===== src/rtl/instr_encoder_if.sv =====
// Request/response bundle for instr_encoder: the request channel (iValid/oReady) and
// the encoded-word channel (oValid/iReady). master = requester side, slave = encoder.
interface instr_encoder_if;
    logic        iValid;
    logic        oReady;
    logic [3:0]  iClass;
    logic [3:0]  iFunc;
    logic [4:0]  iRd;
    logic [4:0]  iRs1;
    logic [4:0]  iRs2;
    logic [31:0] iImm;
    logic        oValid;
    logic        iReady;
    logic [31:0] oInstr;
    logic        oIllegal;

    modport master (
        output iValid, iClass, iFunc, iRd, iRs1, iRs2, iImm, iReady,
        input  oReady, oValid, oInstr, oIllegal
    );

    modport slave (
        input  iValid, iClass, iFunc, iRd, iRs1, iRs2, iImm, iReady,
        output oReady, oValid, oInstr, oIllegal
    );
endinterface


===== src/rtl/instr_encoder.sv =====
// Two-stage RV32 instruction encoder: S1 captures a request, S2 holds the assembled word.
// Optional macro RV32M_EN enables MULDIV encoding; without it class 9 is illegal.
module instr_encoder (
    input  logic              iCLK,
    input  logic              iRST,
    instr_encoder_if.slave    bus
);
    localparam logic [3:0] C_LOAD   = 4'd0;
    localparam logic [3:0] C_OPIMM  = 4'd1;
    localparam logic [3:0] C_AUIPC  = 4'd2;
    localparam logic [3:0] C_STORE  = 4'd3;
    localparam logic [3:0] C_RTYPE  = 4'd4;
    localparam logic [3:0] C_LUI    = 4'd5;
    localparam logic [3:0] C_BRANCH = 4'd6;
    localparam logic [3:0] C_JALR   = 4'd7;
    localparam logic [3:0] C_JAL    = 4'd8;
`ifdef RV32M_EN
    localparam logic [3:0] C_MULDIV = 4'd9;
`endif

    localparam logic [6:0] OP_LOAD   = 7'b0000011;
    localparam logic [6:0] OP_OPIMM  = 7'b0010011;
    localparam logic [6:0] OP_AUIPC  = 7'b0010111;
    localparam logic [6:0] OP_STORE  = 7'b0100011;
    localparam logic [6:0] OP_OP     = 7'b0110011;
    localparam logic [6:0] OP_LUI    = 7'b0110111;
    localparam logic [6:0] OP_BRANCH = 7'b1100011;
    localparam logic [6:0] OP_JALR   = 7'b1100111;
    localparam logic [6:0] OP_JAL    = 7'b1101111;
    localparam logic [31:0] NOP      = 32'h0000_0013;

    logic        r_s1_full;
    logic [3:0]  r_class;
    logic [3:0]  r_func;
    logic [4:0]  r_rd;
    logic [4:0]  r_rs1;
    logic [4:0]  r_rs2;
    logic [31:0] r_imm;
    logic        r_s2_full;
    logic [31:0] r_instr;
    logic        r_illegal;

    logic        w_s2_adv;
    logic        w_s1_adv;
    logic [2:0]  w_f3;
    logic        w_alt;
    logic signed [31:0] w_imm_s;
    logic        w_i_ok;
    logic        w_b_ok;
    logic        w_j_ok;
    logic        w_u_ok;
    logic        w_sh_ok;
    logic        w_alt_ok;
    logic [31:0] w_instr;
    logic        w_ill;

    // Ready depends only on stage occupancy and downstream ready, never on iValid.
    assign w_s2_adv   = !r_s2_full || bus.iReady;
    assign w_s1_adv   = !r_s1_full || w_s2_adv;
    assign bus.oReady = w_s1_adv;
    assign bus.oValid   = r_s2_full;
    assign bus.oInstr   = r_instr;
    assign bus.oIllegal = r_illegal;

    assign w_f3     = r_func[2:0];
    assign w_alt    = r_func[3];
    assign w_imm_s  = $signed(r_imm);
    assign w_i_ok   = (w_imm_s >= -32'sd2048) && (w_imm_s <= 32'sd2047);
    assign w_b_ok   = (w_imm_s >= -32'sd4096) && (w_imm_s <= 32'sd4094) && !r_imm[0];
    assign w_j_ok   = (w_imm_s >= -32'sd1048576) && (w_imm_s <= 32'sd1048574) && !r_imm[0];
    assign w_u_ok   = (r_imm[11:0] == 12'd0);
    assign w_sh_ok  = (r_imm[31:5] == 27'd0);
    assign w_alt_ok = !w_alt
                    || ((r_class == C_RTYPE) && ((w_f3 == 3'd0) || (w_f3 == 3'd5)))
                    || ((r_class == C_OPIMM) && (w_f3 == 3'd5));

    always_comb begin
        w_instr = '0;
        w_ill   = 1'b0;
        case (r_class)
            C_LOAD: begin
                w_ill   = !(w_f3 inside {3'd0, 3'd1, 3'd2, 3'd4, 3'd5}) || !w_i_ok;
                w_instr = {r_imm[11:0], r_rs1, w_f3, r_rd, OP_LOAD};
            end
            C_OPIMM: begin
                if ((w_f3 == 3'd1) || (w_f3 == 3'd5)) begin
                    w_ill   = !w_sh_ok;
                    w_instr = {1'b0, w_alt, 5'd0, r_imm[4:0], r_rs1, w_f3, r_rd, OP_OPIMM};
                end else begin
                    w_ill   = !w_i_ok;
                    w_instr = {r_imm[11:0], r_rs1, w_f3, r_rd, OP_OPIMM};
                end
            end
            C_AUIPC: begin
                w_ill   = !w_u_ok;
                w_instr = {r_imm[31:12], r_rd, OP_AUIPC};
            end
            C_STORE: begin
                w_ill   = (w_f3 > 3'd2) || !w_i_ok;
                w_instr = {r_imm[11:5], r_rs2, r_rs1, w_f3, r_imm[4:0], OP_STORE};
            end
            C_RTYPE: begin
                w_instr = {1'b0, w_alt, 5'd0, r_rs2, r_rs1, w_f3, r_rd, OP_OP};
            end
            C_LUI: begin
                w_ill   = !w_u_ok;
                w_instr = {r_imm[31:12], r_rd, OP_LUI};
            end
            C_BRANCH: begin
                w_ill   = (w_f3 == 3'd2) || (w_f3 == 3'd3) || !w_b_ok;
                w_instr = {r_imm[12], r_imm[10:5], r_rs2, r_rs1, w_f3,
                           r_imm[4:1], r_imm[11], OP_BRANCH};
            end
            C_JALR: begin
                w_ill   = (w_f3 != 3'd0) || !w_i_ok;
                w_instr = {r_imm[11:0], r_rs1, 3'd0, r_rd, OP_JALR};
            end
            C_JAL: begin
                w_ill   = !w_j_ok;
                w_instr = {r_imm[20], r_imm[10:1], r_imm[11], r_imm[19:12], r_rd, OP_JAL};
            end
`ifdef RV32M_EN
            C_MULDIV: begin
                w_instr = {7'b0000001, r_rs2, r_rs1, w_f3, r_rd, OP_OP};
            end
`endif
            default: w_ill = 1'b1;
        endcase
        // alt is only meaningful for SUB/SRA/SRAI; anywhere else it poisons the request.
        if (!w_alt_ok) begin
            w_ill = 1'b1;
        end
        if (w_ill) begin
            w_instr = NOP;
        end
    end

    always_ff @(posedge iCLK) begin
        if (iRST) begin
            r_s1_full <= 1'b0;
            r_class   <= '0;
            r_func    <= '0;
            r_rd      <= '0;
            r_rs1     <= '0;
            r_rs2     <= '0;
            r_imm     <= '0;
            r_s2_full <= 1'b0;
            r_instr   <= '0;
            r_illegal <= 1'b0;
        end else begin
            if (w_s2_adv) begin
                r_s2_full <= r_s1_full;
                if (r_s1_full) begin
                    r_instr   <= w_instr;
                    r_illegal <= w_ill;
                end
            end
            if (w_s1_adv) begin
                r_s1_full <= bus.iValid;
                if (bus.iValid) begin
                    r_class <= bus.iClass;
                    r_func  <= bus.iFunc;
                    r_rd    <= bus.iRd;
                    r_rs1   <= bus.iRs1;
                    r_rs2   <= bus.iRs2;
                    r_imm   <= bus.iImm;
                end
            end
        end
    end
endmodule


===== src/flat_wrapper.sv =====
// flat-port wrapper written by rule: the top's interface ports become plain ports
module instr_encoder_flat 
  (iCLK, iRST, bus_iValid, bus_iClass, bus_iFunc, bus_iRd, bus_iRs1, bus_iRs2, bus_iImm, bus_iReady, bus_oReady, bus_oValid, bus_oInstr, bus_oIllegal);
  instr_encoder_if bus_i ();
  input  logic iCLK;
  input  logic iRST;
  input wire logic [$bits(bus_i.iValid)-1:0] bus_iValid;
  input wire logic [$bits(bus_i.iClass)-1:0] bus_iClass;
  input wire logic [$bits(bus_i.iFunc)-1:0] bus_iFunc;
  input wire logic [$bits(bus_i.iRd)-1:0] bus_iRd;
  input wire logic [$bits(bus_i.iRs1)-1:0] bus_iRs1;
  input wire logic [$bits(bus_i.iRs2)-1:0] bus_iRs2;
  input wire logic [$bits(bus_i.iImm)-1:0] bus_iImm;
  input wire logic [$bits(bus_i.iReady)-1:0] bus_iReady;
  output wire logic [$bits(bus_i.oReady)-1:0] bus_oReady;
  output wire logic [$bits(bus_i.oValid)-1:0] bus_oValid;
  output wire logic [$bits(bus_i.oInstr)-1:0] bus_oInstr;
  output wire logic [$bits(bus_i.oIllegal)-1:0] bus_oIllegal;
  assign bus_i.iValid = bus_iValid;
  assign bus_i.iClass = bus_iClass;
  assign bus_i.iFunc = bus_iFunc;
  assign bus_i.iRd = bus_iRd;
  assign bus_i.iRs1 = bus_iRs1;
  assign bus_i.iRs2 = bus_iRs2;
  assign bus_i.iImm = bus_iImm;
  assign bus_i.iReady = bus_iReady;
  assign bus_oReady = bus_i.oReady;
  assign bus_oValid = bus_i.oValid;
  assign bus_oInstr = bus_i.oInstr;
  assign bus_oIllegal = bus_i.oIllegal;
  instr_encoder u_core (.iCLK(iCLK), .iRST(iRST), .bus(bus_i));
endmodule

===== config.mk =====
export PLATFORM = sky130hd
export DESIGN_NAME = instr_encoder_flat
export DESIGN_NICKNAME = d
export VERILOG_FILES = /design/src/rtl/instr_encoder_if.sv /design/src/rtl/instr_encoder.sv /design/src/flat_wrapper.sv
export SDC_FILE = /design/constraint.sdc
export NUM_CORES = 1
export LEC_CHECK = 0
export CAP_MARGIN = 15
export CORE_MARGIN = 4
export CORE_UTILIZATION = 51
export CTS_CLUSTER_DIAMETER = 150
export DETAILED_ROUTE_END_ITERATION = 8
export PLACE_DENSITY = 0.82
export SETUP_SLACK_MARGIN = 0.3
export SLEW_MARGIN = 20
export SYNTH_ARGS = -nofsm -noshare
export SYNTH_HDL_FRONTEND = slang
export SYNTH_SLANG_ARGS = --single-unit

===== constraint.sdc =====
create_clock -name iCLK -period 2.25 [get_ports iCLK]
set_input_delay 0.45 -clock iCLK [delete_from_list [all_inputs] [get_ports iCLK]]
set_output_delay 0.45 -clock iCLK [all_outputs]
set_load 0.02 [all_outputs]

Word level (Yosys, flattened, before mapping). Cells that the tools add are included.

Multiplexer cells: 6. $lt $le $gt $ge: 7. Reduce and logical (&&, ||, !) cells: 37. Equality and inequality tests: 13.

Operators with widths (count): $pmux 32 s9 (1); $mux 32 (2); $ge 32x12->1 const B (1); $ge 32x13->1 const B (1); $ge 32x21->1 const B (1); $le 32x12->1 const B (1); $le 32x13->1 const B (1); $le 32x21->1 const B (1); $logic_not 27->1 (1); $eq 4x3->1 const B (4); $logic_not 12->1 (1); $logic_or 1x1->1 (11); $logic_not 1->1 (10); $eq 4x2->1 const B (2); $pmux 1 s8 (1); $logic_and 1x1->1 (7); $eq 3x2->1 const B (2); $eq 3x3->1 const B (2); $reduce_bool 5->1 (1); $eq 4x1->1 const B (1); $eq 4x4->1 const B (1); $logic_not 4->1 (1); $reduce_and 2->1 (2); $eq 3x1->1 const B (1); 5 further kinds (6).

Output and inout bits: 35. Input bits: 59. Register bits after elaboration: 90.

Longest topological paths before layout.
Depth in word-level cells: 8. Gate-level depth with buffers: 9.

Worst setup path after synthesis. No wires, ideal clock.

Path kind: register -> register. From: reg u_core.r_class[0]. To: reg u_core.r_instr[20], in the netlist u_core.bus.oInstr[20]. Arrival: 1.884 ns. Required time: 2.127 ns. Clock period less this slack: 2.006 ns. Library setup time: 0.123 ns. Cell stages (with the launch flop): 8. Buffers on the path: 1. Slack: 0.244 ns. Cells stage by stage: dfxtp_1 or3b_2 a21oi_1 a221oi_1 and4_2 nand3_4 buf_6 o21ai_2.

Word-level cells in the longest chain between the ends: 6. Elaborated cells on any way between the ends: 18. Classes of those cells: 8 x eq/ne; 4 x mux; 6 x reduce/logical.

Ends and longest elaborated chain: from (decl) (line instr_encoder.sv:33) `logic [3:0] r_class;`; from (signal assigned) (line instr_encoder.sv:161) `r_class <= bus.iClass;`; parallel branches: the longest is 5 deep, another holds $pmux 1 s8; $mux 32 * (line instr_encoder.sv:133) `if (w_ill) begin`; to (signal assigned) (line instr_encoder.sv:154) `r_instr <= w_instr;`; to (decl) (line instr_encoder.sv:40) `logic [31:0] r_instr;`.

Every way passes the cells marked *. A chain may end at the register's enable or synchronous reset.

Worst setup path in the final report.
From: reg u_core.r_imm[14]. To: reg u_core.r_instr[28], in the netlist u_core.bus.oInstr[28].

Word-level cells in the longest chain between the ends: 8. Elaborated cells on any way between the ends: 24. Classes of those cells: 6 x order compare; 4 x mux; 14 x reduce/logical.

Ends and longest elaborated chain: from (decl) (line instr_encoder.sv:38) `logic [31:0] r_imm;`; from (signal assigned) (line instr_encoder.sv:166) `r_imm <= bus.iImm;`; $ge 32x13->1 / $le 32x13->1 (equally long branches) (line instr_encoder.sv:69) `assign w_b_ok = (w_imm_s >= -32'sd4096) && (w_imm_s <= 32'sd4094) && !r_imm[0];`; $logic_and 1x1->1 (2 in a row) (line instr_encoder.sv:69); $logic_not 1->1 (line instr_encoder.sv:110) `w_ill = (w_f3 == 3'd2) || (w_f3 == 3'd3) || !w_b_ok;`; $logic_or 1x1->1 (line instr_encoder.sv:110); $pmux 1 s8 * (line instr_encoder.sv:80) `case (r_class)`; $mux 1 * (line instr_encoder.sv:130) `if (!w_alt_ok) begin`; $mux 32 * (line instr_encoder.sv:133).

Mark *: on every way between the ends. The rest lies on a longest branch, timed or not.

==> impl_results.md <==
- Worst setup SP type: flop
- Nets: 733
- Outcome: complete, no violations
- Internal power: 2650 uW
- Worst EP arrival: 2480 ps
- Flop pwr share: 0.471
- Share of layout cells above drive strength 1: 0.158
- CTS tree: yes
- Clock skew: 14.0 ps
- Top FF cell, synth: dfxtp_1
- Worst skew pair latency: 370 ps
- Clk Tree Root Cell: clkbuf_8
- Switching pwr: 1020 uW
- Largest net degree at the start of global routing: 56
- Period utilization: 0.971
- Hold Fails Final Rpt: 0
- Die X-Extent: 101 um
- Post-synth net total: 637
- Synth cell count leaders: nand2_1, a21oi_1, dfxtp_1, clkbuf_1, o21ai_2
- Detailed Place HPWL: 9750 um
- Via count: 4724
- GRT Total Usage: 0.260
- Clk slew on worst S/H paths: 90 ps
- DIE AREA: 10300 um2
- Slew margin rel.: 0.630
- FF+latch area: 1790 um2
- CTS H-tree depth: 3
- Max Cap Violations: 0
- Top cells by area, synth: dfxtp_1, nand2_1, a21oi_1
- Synth-to-Final Area Change: 34.4%
- Finished Cell Area: 5990 um2
- Vias per cell: 6.03
- Area of the multi-input gates: 2470 um2
- Fill count: 677
- Vert. Die Dim: 101 um
- First-pass GRT wire length: 21200 um
- Most frequent cell after synthesis: nand2_1
- Buffer depth of the longest clock path: 2
- Lkg Pwr: 0.00220 uW
- Seq cells post-synth: 89
- Clock sink count: 89
- Cell count after synthesis: 578
- Remaining DRCs: 0
- Worst Setup End Kind: flop
- Max Freq: 458 MHz
- Total gr overflow: 0
- Hold Path Class: flop to flop
- IO Pins: 94
- Slew Viols, Final: 0
- Min Tclk post-route: 2180 ps
- Avg Cell Area, Syn: 7.70 um2
- Post-DP Area: 5590 um2
- Worst Path Required: 2550 ps
- Number of nets with antenna violations after routing: 0
- Least-Margin Pin Slew: 554 ps
- 1st-pass router iterations: 5
- PwrDens: 613 nW/um2
- Combinational share of power: 0.196
- Final wirelength: 13500 um
- WS Path Type: flop to flop
- Clock network power share: 0.333
- Max VDD drop: 0.366 mV
- Hold_buf cts: 0
- Async set-or-reset flop fraction in the synthesized netlist: 0
- Port bufs: 93
- DRT iter0 DRCs: 360
- Largest area contributor in the netlist: dfxtp_1
- TritonCTS buffer count: 9
- # setup viols final: 0
- Area of the core: 8340 um2
- Sw Ratio: 0.278
- RePlAce Congestion: 0.933
- Vias in the first global route: 4321
- Final core utilization: 0.718
- Final antenna diode count: 0
- Mapped cell area: 4450 um2
- Starting Density: 0.534
- Drt wl/cell: 17.2 um
- Initial antenna violation count: 0
- RSZ-0062 raised after global routing: yes
- Number of synthesized flops with an enable pin: 0
- Crit-path max FO: 7
- Total Power: 3670 uW
- Yosys warns: 0
- Synth unique cells: 52
- Post-synthesis sequential area ratio: 0.400
- Synth top area share: 0.400
- FP Rows: 33
==> sequential cells by signal, summed over array words and instances, names as in the netlist <==
name                 cells
u_core.bus.oIllegal      1
u_core.bus.oInstr       31
u_core.bus.oValid        1
u_core.r_class           4
u_core.r_func            4
u_core.r_imm            32
u_core.r_rd              5
u_core.r_rs1             5
u_core.r_rs2             5
u_core.r_s1_full         1
==> logic make-up after synthesis <==
logic type,Yosys count,synth area share
muxes,5,0.0112
xor gates and xnor gates,2,0.00393
buffers and inverters,61,0.0643
DFF,89,0.400
and+or+nand+nor,221,0.221
AOI/OAI and AO/OA,200,0.300
==> power groups by stage <==
stage               Combinational, uW  Sequential (uW)  Clock, uW
finish                            720             1730       1220
detailed placement                660             1760          0
CTS                               684             1720       1240
floorplan                         387             1740          0
global placement                  645             1750          0
global route                      780             1740       1290
==> metrics by stage <==
step | worst slack [ps] | hold slack (ps) | cells | setup TNS [ps]
after detailed placement | -96.5 | 441 | 762 | -1240
after CTS | 134 | 448 | 782 | 0
after global placement | -50.5 | 434 | 762 | -713
after floorplan | 288 | 433 | 578 | 0
after global routing | -25.6 | 464 | 784 | -97.5
final | 66.0 | 444 | 784 | 0
==> cell type report <==
| cell class | instances | share of cell area |
|---|---|---|
| Tap cell | 105 | 0.0219 |
| Multi-Input combinational cell | 428 | 0.413 |
| Inverter | 7 | 0.00439 |
| Timing Repair Buffer | 139 | 0.226 |
| Clock buffer | 11 | 0.0236 |
| Sequential cell | 89 | 0.298 |
| Clock inverter | 5 | 0.0132 |
==> worst paths after layout <==
| check | from | end | slack [ps] | cells past startpoint |
|---|---|---|---|---|
| worst max-delay path | u_core.r_imm[14]$_SDFFE_PP0P_ | u_core.bus.oInstr[28]$_SDFFE_PP0P_ | 70 | 7 |
| worst min register to register | u_core.bus.oInstr[7]$_SDFFE_PP0P_ | u_core.bus.oInstr[7]$_SDFFE_PP0P_ | 440 | 2 |
| worst max register to register | u_core.r_imm[14]$_SDFFE_PP0P_ | u_core.bus.oInstr[28]$_SDFFE_PP0P_ | 70 | 7 |
| worst min-delay path | u_core.bus.oInstr[7]$_SDFFE_PP0P_ | u_core.bus.oInstr[7]$_SDFFE_PP0P_ | 440 | 2 |
==> worst max-delay path, cell delays in order, from the launching register on <==
cell	delay, ps
dfxtp_2	320
or4_4	530
or2_4	290
o31ai_2	200
o211a_1	290
nand3_4	180
buf_8	180
o21ai_2	130
==> cells in the final DEF (no fill, tap or decap), drive strengths merged, types with 11 or more instances in the layout <==
| master | netlist | layout |
|---|---|---|
| dfxtp | 89 | 89 |
| a22oi | 14 | 14 |
| buf | 13 | 47 |
| nor2 | 17 | 17 |
| nand2 | 150 | 150 |
| nand4 | 11 | 11 |
| a21oi | 89 | 89 |
| a221oi | 12 | 12 |
| clkdlybuf4s50 | 0 | 91 |
| clkbuf | 40 | 11 |
| o21ai | 35 | 35 |
==> timing repair <==
item,4_1_cts,5_1_grt
pin swaps,17,15
gates resized for setup,17,22
hold endpoints to repair,0,0
setup endpoints to repair,31,32
setup buffers,4,2
==> layer usage <==
layer	share of wire	up-vias	track usage	routed length, um
li1	-	2258	-	-
met1	0.43	2207	0.345	5770
met2	0.47	228	0.426	6390
met3	0.076	31	0.0468	1020
met4	0.023	0	0.0920	311
met5	0	-	0	0
Power figures use the tool's default switching activity.
